### src/rtl/mac_seq_ctrl.sv
// mac_seq_ctrl: job sequencer for a pipelined MAC unit.
// Accepts one dot-product job (tap count + bias), initialises the MAC accumulator with the bias,
// streams operand pairs under valid/ready, waits out the multiplier pipeline, then presents the
// accumulator on a result handshake.
// Optional build macro MAC_SEQ_CTRL_RELU_EN: clamp negative results to zero in DONE.
module mac_seq_ctrl #(
  parameter int unsigned INW  = 24,
  parameter int unsigned OUTW = 48,
  parameter int unsigned MAXK = 16,
  parameter int unsigned LAT  = 4,
  localparam int unsigned LW  = $clog2(MAXK + 1)
) (
  input  logic            clk_i,
  input  logic            rst_ni,
  // Job handshake
  input  logic            cfg_valid_i,
  output logic            cfg_ready_o,
  input  logic [LW-1:0]   cfg_len_i,
  input  logic [INW-1:0]  cfg_bias_i,
  // Operand-pair handshake
  input  logic            in_valid_i,
  output logic            in_ready_o,
  input  logic [INW-1:0]  in_a_i,
  input  logic [INW-1:0]  in_b_i,
  // MAC interface
  output logic [INW-1:0]  mac_input0_o,
  output logic [INW-1:0]  mac_input1_o,
  output logic [INW-1:0]  mac_init_value_o,
  output logic            mac_init_acc_o,
  output logic            mac_input_valid_o,
  input  logic [OUTW-1:0] mac_out_i,
  // Result handshake
  output logic            out_valid_o,
  input  logic            out_ready_i,
  output logic [OUTW-1:0] out_data_o,
  output logic            busy_o
);

  localparam int unsigned DW = (LAT > 1) ? $clog2(LAT + 1) : 1;

  typedef enum logic [2:0] {StIdle, StInit, StStream, StDrain, StDone} state_e;

  state_e          state_q;
  logic [LW-1:0]   rem_q;
  logic [DW-1:0]   drain_q;
  logic [INW-1:0]  bias_q;
  logic            cfg_ready_q;
  logic            in_ready_q;
  logic            init_acc_q;
  logic            out_valid_q;
  logic            busy_q;

  logic            cfg_fire;
  logic            in_fire;
  logic            out_fire;
  logic [LW-1:0]   len_clamped;

  assign cfg_fire    = cfg_valid_i & cfg_ready_q;
  assign in_fire     = in_valid_i & in_ready_q;
  assign out_fire    = out_valid_q & out_ready_i;
  assign len_clamped = (cfg_len_i > LW'(MAXK)) ? LW'(MAXK) : cfg_len_i;

  assign cfg_ready_o       = cfg_ready_q;
  assign in_ready_o        = in_ready_q;
  assign mac_input0_o      = in_a_i;
  assign mac_input1_o      = in_b_i;
  assign mac_input_valid_o = in_fire;
  assign mac_init_value_o  = bias_q;
  assign mac_init_acc_o    = init_acc_q;
  assign out_valid_o       = out_valid_q;
  assign busy_o            = busy_q;

  // Job sequencing FSM; all handshake outputs are registered alongside the state.
  always_ff @(posedge clk_i or negedge rst_ni) begin
    if (!rst_ni) begin
      state_q     <= StIdle;
      rem_q       <= '0;
      drain_q     <= '0;
      bias_q      <= '0;
      cfg_ready_q <= 1'b0;
      in_ready_q  <= 1'b0;
      init_acc_q  <= 1'b0;
      out_valid_q <= 1'b0;
      busy_q      <= 1'b0;
    end else begin
      unique case (state_q)
        StIdle: begin
          // Reset leaves cfg_ready low; it rises on the first edge after release.
          cfg_ready_q <= 1'b1;
          if (cfg_fire) begin
            rem_q       <= len_clamped;
            bias_q      <= cfg_bias_i;
            cfg_ready_q <= 1'b0;
            init_acc_q  <= 1'b1;
            busy_q      <= 1'b1;
            state_q     <= StInit;
          end
        end
        StInit: begin
          init_acc_q <= 1'b0;
          if (rem_q == '0) begin
            out_valid_q <= 1'b1;
            state_q     <= StDone;
          end else begin
            in_ready_q <= 1'b1;
            state_q    <= StStream;
          end
        end
        StStream: begin
          if (in_fire) begin
            rem_q <= rem_q - 1'b1;
            if (rem_q == LW'(1)) begin
              in_ready_q <= 1'b0;
              drain_q    <= DW'(LAT);
              state_q    <= StDrain;
            end
          end
        end
        StDrain: begin
          // Wait until the last product has been accumulated so mac_out is final.
          drain_q <= drain_q - 1'b1;
          if (drain_q == DW'(1)) begin
            out_valid_q <= 1'b1;
            state_q     <= StDone;
          end
        end
        StDone: begin
          if (out_fire) begin
            out_valid_q <= 1'b0;
            busy_q      <= 1'b0;
            cfg_ready_q <= 1'b1;
            state_q     <= StIdle;
          end
        end
        default: state_q <= StIdle;
      endcase
    end
  end

  // Result gating: zero outside DONE, optionally clamped at zero for negative sums.
  always_comb begin
    out_data_o = '0;
    if (out_valid_q) begin
`ifdef MAC_SEQ_CTRL_RELU_EN
      if (!mac_out_i[OUTW-1]) begin
        out_data_o = mac_out_i;
      end
`else
      out_data_o = mac_out_i;
`endif
    end
  end

endmodule
### config.mk
export PLATFORM = sky130hd
export DESIGN_NAME = mac_seq_ctrl
export DESIGN_NICKNAME = d
export VERILOG_FILES = /design/src/rtl/mac_seq_ctrl.sv
export SDC_FILE = /design/constraint.sdc
export NUM_CORES = 1
export LEC_CHECK = 0
export CORE_AREA = 2 2 100 102
export CTS_BUF_LIST = sky130_fd_sc_hd__clkbuf_8
export CTS_CLUSTER_DIAMETER = 100
export DETAILED_ROUTE_END_ITERATION = 10
export DIE_AREA = 0 0 102 104
export PLACE_DENSITY = 0.82
export SYNTH_ARGS = -nofsm -noshare
export SYNTH_HDL_FRONTEND = slang
export SYNTH_SLANG_ARGS = --single-unit
### constraint.sdc
create_clock -name clk_i -period 3.75 [get_ports clk_i]
set_input_delay 0.5625 -clock clk_i [delete_from_list [all_inputs] [get_ports clk_i]]
set_output_delay 0.5625 -clock clk_i [all_outputs]
set_load 0.1 [all_outputs]
==> metrics.md, run 1 <==
| Metric | Value |
|---|---|
| Wire per inst | `15.2 µm` |
| Max Cap Violations | `0` |
| First-pass DRT Iterations | `4` |
| Worst setup SP type | `register` |
| Launch point of the critical path | `out_valid_o` |
| Tmin final | `2580 ps` |
| Crit path to | `out_data_o[0]` |
| WL final | `8300 µm` |
| Max_slew headroom | `32.4%` |
| Yosys top cell area share | `39.2%` |
| Async SR Flop Fraction | `100%` |
| Finished Layout Cells | `546` |
| Post-CTS Hold Buffers | `0` |
| Die width | `102 µm` |
| R2R Path End | `rem_q[2]` |
| Crit path required time | `3190 ps` |
| # diodes | `0` |
| Fin Hold WS | `401 ps` |
| Die area | `10,600 µm²` |
| Setup Crit Path Kind | `reg2out` |
| Drt drc | `0` |
| Largest net degree at the start of global routing | `47` |
| Crit path cell chain | `buf_4, and2_1, buf_4` |
| CP bufs+invs | `2` |
| Slowest CP cell | `dfrtp_1` |
| Worst Hold Class | `in2async` |
| Register area share after synthesis | `39.2%` |
| Slew Viols, Final | `0` |
| Synthesized flop and latch total | `40` |
| Final setup fails | `0` |
| CTS buffer count | `5` |
| Tcrit/Tclk final | `68.9%` |
| Boundary Pins | `256` |
| Die H | `104 µm` |
| Vias per Instance | `4.51` |
| Critical Path Max Stage Delay | `1010 ps` |
| Cts repair resizes | `0` |
| FMAX | `0.387 GHz` |
| Levels on crit path | `3` |
| Initial antenna violation count | `0` |
| Synth Warn # | `0` |
| Synth area leader | `dfrtp_1` |
| Actual slew at the worst max-slew pin | `1010 ps` |
| # clock sinks | `40` |
| Count leader, synth | `nand2_1` |
| Fillers | `965` |
| Cell repeated most along the worst path | `buf_4` |
| Root buf cell | `clkbuf_8` |
| FF-to-FF setup slack | `1750 ps` |
| Status | `finished clean` |
| Syn_nets | `439` |
| Critical Path AT | `2020 ps` |
| Clk slew on worst S/H paths | `80 ps` |
| Initial DRC Count | `130` |
| Critical path's top delay family | `flip-flops` |
| DP HPWL | `6520 µm` |
| Post-synth EDFFs | `0` |
| Top cells by count, synth | `nand2_1, buf_4, and2_1, dfrtp_1, a21oi_1` |
| Mapped cell area | `2560 µm²` |
| Setup TNS | `0 ps` |
| Crit end category | `output pin` |
| Worst R2R Path Depth | `4` |
| Bufs on Longest Clock Path | `2` |
| Initial core utilization | `26.8%` |
| Layout area overhead | `52.6%` |
| H-tree levels | `2` |
| Grt ovf | `0` |
| Routability cong. | `0.789` |
| Vias in the first global route | `2,486` |
| First-pass GRT wire length | `12,700 µm` |
| Syn Inst Count | `305` |
| RSZ-0062 raised after global routing | `false` |
| Avg Synthesized Cell Area | `8.38 µm²` |
| Clock skew | `7.10 ps` |
| Critical path fanouts, max | `46` |
| Post-CTS setup-driven buffer insertion count | `0` |
| Ys flop type | `dfrtp_1` |
| Inst Count DP | `538` |
| Via Count | `2,464` |
| Layout cells sized above 1 | `16.5%` |
| Final hold violation count | `0` |
| FP Rows | `36` |
| Nets | `546` |
| Worst skew pair latency | `290 ps` |
| Largest cells by area after synthesis | `dfrtp_1, buf_4, nand2_1` |
| Core area | `9550 µm²` |
| GR Util All Layers | `15.0%` |
| FF-to-FF Start | `state_q[0]` |
| DRT antenna net count | `0` |
| TritonCTS clock tree | `yes` |
| Yosys cell types | `38` |
| Port buffer count | `159` |
[logic make-up after synthesis]
family	synth area share (%)
buffers and inverters	17.5
muxes	0.392
and+or+nand+nor	33.5
AOI/OAI and AO/OA	7.49
adders and majority gates	1.96
DFF	39.2
[how the worst min path moves through the flow]
stage,to,startpoint,slack (ps),cells after the start
global route,rem_q[2],rst_ni,470,1
detailed placement,mac_init_value_o[12],mac_init_value_o[12],460,2
finish,rem_q[2],rst_ni,400,1
floorplan,busy_o,rst_ni,270,0
global placement,mac_init_value_o[14],mac_init_value_o[14],460,2
CTS,rem_q[2],rst_ni,440,1
[through the flow]
stage	utilization (%)	setup WS, ps	cell area, µm²
final	40.9	1170	3900
after global routing	40.9	952	3900
after CTS	40.9	1140	3900
after detailed placement	39.5	1450	3770
after global placement	39.5	1520	3770
after floorplan	-	1190	2560
[sequential cells by signal, summed over array words and instances (netlist names)]
| name | flops |
|---|---|
| mac_init_acc_o | 1 |
| rem_q | 5 |
| in_ready_o | 1 |
| out_valid_o | 1 |
| mac_init_value_o | 24 |
| busy_o | 1 |
| cfg_ready_o | 1 |
| state_q | 3 |
| drain_q | 3 |
[final cells by class]
class	instances	area (µm²)	share of cell area, %
Timing Repair Buffer	161	1480	37.8
Multi-Input combinational cell	198	1110	28.4
Sequential cell	40	1000	25.7
Tap cell	133	166	4.27
Clock buffer	7	96.3	2.47
Clock inverter	1	30.0	0.770
Inverter	6	22.5	0.577
[layer usage]
layer	wire [µm]	vias to the layer above	GRT usage (%)	share of wire, %
li1	-	1143	-	-
met1	2900	1142	16.2	35
met2	4100	139	25.0	49
met3	827	40	5.17	10
met4	463	0	8.57	5.6
met5	0	-	0	0
[cells in the final DEF, fill, tap and decap left out, types with 2 or more instances in the layout]
| master | synthesis | final |
|---|---|---|
| nand3b_1 | 4 | 4 |
| buf_4 | 50 | 52 |
| clkbuf_8 | 0 | 7 |
| nor3_1 | 6 | 6 |
| ha_1 | 4 | 4 |
| o211a_1 | 2 | 2 |
| and2_1 | 49 | 49 |
| dfrtp_1 | 40 | 40 |
| nand2_1 | 83 | 83 |
| o2111ai_1 | 2 | 2 |
| nand3_1 | 4 | 4 |
| a211oi_1 | 2 | 2 |
| inv_1 | 6 | 6 |
| nor2_1 | 5 | 5 |
| a21oi_1 | 8 | 8 |
| clkdlybuf4s50_1 | 0 | 108 |
| o21ai_0 | 4 | 4 |
| nand2b_1 | 4 | 4 |
| o32ai_1 | 2 | 2 |
[worst reg2reg max path: stages (launching register included)]
cell,delay [ps]
dfrtp_1,550
nor2_1,360
nand3b_2,530
o21ai_0,330
o211a_1,180
Power of run 1 is not shown: default switching activity piles up to over one toggle a cycle in this logic, so the estimate is an artifact.
==> run 2, diff against run 1 <==
==> config.mk (replaced) <==
export PLATFORM = sky130hd
export DESIGN_NAME = mac_seq_ctrl
export DESIGN_NICKNAME = d
export VERILOG_FILES = /design/src/rtl/mac_seq_ctrl.sv
export SDC_FILE = /design/constraint.sdc
export NUM_CORES = 1
export LEC_CHECK = 0
export CORE_AREA = 2 2 99 101
export CTS_BUF_LIST = sky130_fd_sc_hd__clkbuf_8
export CTS_CLUSTER_DIAMETER = 100
export DETAILED_ROUTE_END_ITERATION = 10
export DIE_AREA = 0 0 101 103
export PLACE_DENSITY = 0.83
export SYNTH_ARGS = -nofsm -noshare
export SYNTH_HDL_FRONTEND = slang
export SYNTH_SLANG_ARGS = --single-unit
==> constraint.sdc (replaced) <==
create_clock -name clk_i -period 2.4 [get_ports clk_i]
set_input_delay 0.36 -clock clk_i [delete_from_list [all_inputs] [get_ports clk_i]]
set_output_delay 0.36 -clock clk_i [all_outputs]
set_load 0.1 [all_outputs]
==> run 2 against run 1 <==
Cell area grew 14%. Die area shrank 1.9%. Core utilization grew 6.2 points. Setup slack lost 630 ps. Cell count shrank 3.1%. Critical path depth grew 2. Non-clock buffer count grew 2. First-iteration DRC count shrank 25%. Worst hold slack lost 220 ps. Sequential share of layout area shrank 3.2 points. Clock skew grew 1.0 ps. Clock-buffer cell count is the same. Critical path type is now reg2reg.
==> metrics.md, run 2 (synthesis results as in run 1) <==
| Metric | Value |
|---|---|
| Routability cong. | `0.786 (was 0.789)` |
| FF/Latch Area | `1000 µm² (unchanged)` |
| TritonCTS clock tree | `yes (unchanged)` |
| Vias in the first global route | `2,432 (was 2,486)` |
| # clock sinks | `40 (unchanged)` |
| First-pass GRT wire length | `12,400 µm (was 12,700 µm)` |
| Fin Hold WS | `185 ps (was 401 ps)` |
| Bufs on Longest Clock Path | `2 (unchanged)` |
| Largest net degree at the start of global routing | `50 (was 47)` |
| Crit path required time | `2580 ps (was 3190 ps)` |
| Layout area overhead | `74.2% (was 52.6%)` |
| Drt drc | `0 (unchanged)` |
| Launch point of the critical path | `state_q[0] (was out_valid_o)` |
| R2R Path End | `mac_init_value_o[20] (was rem_q[2])` |
| Max reg flops | `24 (unchanged)` |
| DRT antenna net count | `0 (unchanged)` |
| Most used routing layer | `met2 (unchanged)` |
| Multi-input gate area | `1110 µm² (unchanged)` |
| Cts repair resizes | `0 (unchanged)` |
| Wire per inst | `15.4 µm (was 15.2 µm)` |
| CTS buffer count | `5 (unchanged)` |
| Worst Hold Class | `in2async (unchanged)` |
| Post-route worst setup slack | `534 ps (was 1170 ps)` |
| H-tree levels | `2 (unchanged)` |
| WL final | `8140 µm (was 8300 µm)` |
| Layout cells sized above 1 | `23.9% (was 16.5%)` |
| Initial antenna violation count | `0 (unchanged)` |
| FF-to-FF setup slack | `530 ps (was 1750 ps)` |
| CP bufs+invs | `1 (was 2)` |
| Worst R2R Path Depth | `5 (was 4)` |
| DP Worst Slack | `439 ps (was 1450 ps)` |
| Worst setup SP type | `register (unchanged)` |
| RSZ-0062 raised after global routing | `false (unchanged)` |
| Die area | `10,400 µm² (was 10,600 µm²)` |
| Die H | `103 µm (was 104 µm)` |
| Final setup fails | `0 (unchanged)` |
| Tmin final | `1870 ps` |
| Inst Count DP | `521 (was 538)` |
| Clock skew | `8.10 ps (was 7.10 ps)` |
| Final hold violation count | `0 (unchanged)` |
| Worst skew pair latency | `290 ps (about the same)` |
| Crit path to | `mac_init_value_o[20] (was out_data_o[0])` |
| Levels on crit path | `5 (was 3)` |
| Post-CTS setup-driven buffer insertion count | `0 (unchanged)` |
| FP Rows | `36 (unchanged)` |
| Slowest CP cell | `dfrtp_1 (unchanged)` |
| Max_slew headroom | `41.0% (was 32.4%)` |
| Initial core utilization | `27.0% (was 26.8%)` |
| Crit end category | `register (was output pin)` |
| GR Util All Layers | `15.0% (about the same)` |
| Critical path fanouts, max | `17 (was 46)` |
| M1 GR Usage | `18.8% (was 16.2%)` |
| Setup Crit Path Kind | `reg2reg (was reg2out)` |
| Most common cell after layout, fill and taps aside | `nand2_1 (was clkdlybuf4s50_1)` |
| Setup TNS | `0 ps (unchanged)` |
| Commonest cells after routing, fill and taps aside | `nand2_1, clkdlybuf4s50_1, buf_12 (was clkdlybuf4s50_1, nand2_1, buf_4)` |
| Nets | `548 (was 546)` |
| Grt ovf | `0 (unchanged)` |
| Cell repeated most along the worst path | `nand2_1 (was buf_4)` |
| Clk slew on worst S/H paths | `80 ps (about the same)` |
| Port buffer count | `159 (unchanged)` |
| # diodes | `0 (unchanged)` |
| Fillers | `886 (was 965)` |
| DP HPWL | `6500 µm (was 6520 µm)` |
| FMAX | `0.536 GHz` |
| Boundary Pins | `256 (unchanged)` |
| Vias per Instance | `4.51 (about the same)` |
| Crit path cell chain | `nor2_1, nand3b_2, buf_4, nand2_1, nand2_1 (was buf_4, and2_1, buf_4)` |
| Actual slew at the worst max-slew pin | `885 ps (was 1010 ps)` |
| Tcrit/Tclk final | `77.7%` |
| Post-CTS Hold Buffers | `0 (unchanged)` |
| Via Count | `2,387 (was 2,464)` |
| Slew Viols, Final | `0 (unchanged)` |
| Critical path's top delay family | `simple AND/OR/NAND/NOR gates (was flip-flops)` |
| Critical Path Max Stage Delay | `570 ps (was 1010 ps)` |
| Core area | `9460 µm² (was 9550 µm²)` |
| Max Cap Violations | `0 (unchanged)` |
| GR Util met2 | `25.8% (was 25.0%)` |
| Status | `finished clean (unchanged)` |
| Met3 usage | `3.46% (was 5.17%)` |
| Initial DRC Count | `98 (was 130)` |
| Root buf cell | `clkbuf_8 (unchanged)` |
| First-pass DRT Iterations | `4 (unchanged)` |
| FF-to-FF Start | `state_q[0] (unchanged)` |
| Critical Path AT | `2050 ps (was 2020 ps)` |
| Die width | `101 µm (was 102 µm)` |
| Finished Layout Cells | `529 (was 546)` |
[run 2: cell count changes in the layout (fill, tap and decap cells not counted), sizes merged]
cell | previous run | this run
buf | 53 | 83
clkdlybuf4s50 | 108 | 80
clkinvlp | 0 | 1
inv | 6 | 5
[run 2: routing by layer]
layer  wire, µm  share of wire, %
met1       3240                40
met4        136               1.7
met3        516               6.3
met2       4250                52
met5          0                 0
[run 2: how the worst min path moves through the flow]
| stage | start | to | slack (ps) | cells past startpoint |
|---|---|---|---|---|
| floorplan | rst_ni | busy_o | 60 | 0 |
| global placement | mac_init_value_o[19] | mac_init_value_o[19] | 460 | 2 |
| detailed placement | mac_init_value_o[13] | mac_init_value_o[13] | 460 | 2 |
| CTS | rst_ni | drain_q[2] | 210 | 1 |
| global route | rst_ni | drain_q[2] | 240 | 1 |
| finish | rst_ni | in_ready_o | 190 | 1 |
[run 2: cell type report]
cell class                 count  share of cell area (%)
timing repair buffer         163                    46.0
tap                          114                    3.20
sequential                    40                    22.5
clock inverter                 1                   0.675
inverter                       6                   0.590
multi-input combinational    198                    24.9
clock buffer                   7                    2.16
[run 2: stage by stage]
step	util, %	instance area, µm²
2_1_floorplan	-	2560
3_3_place_gp	45.7	4330
3_5_place_dp	45.7	4330
4_1_cts	47.1	4450
5_1_grt	47.1	4450
6_report	47.1	4450
Power of run 2 is left out for the same reason.
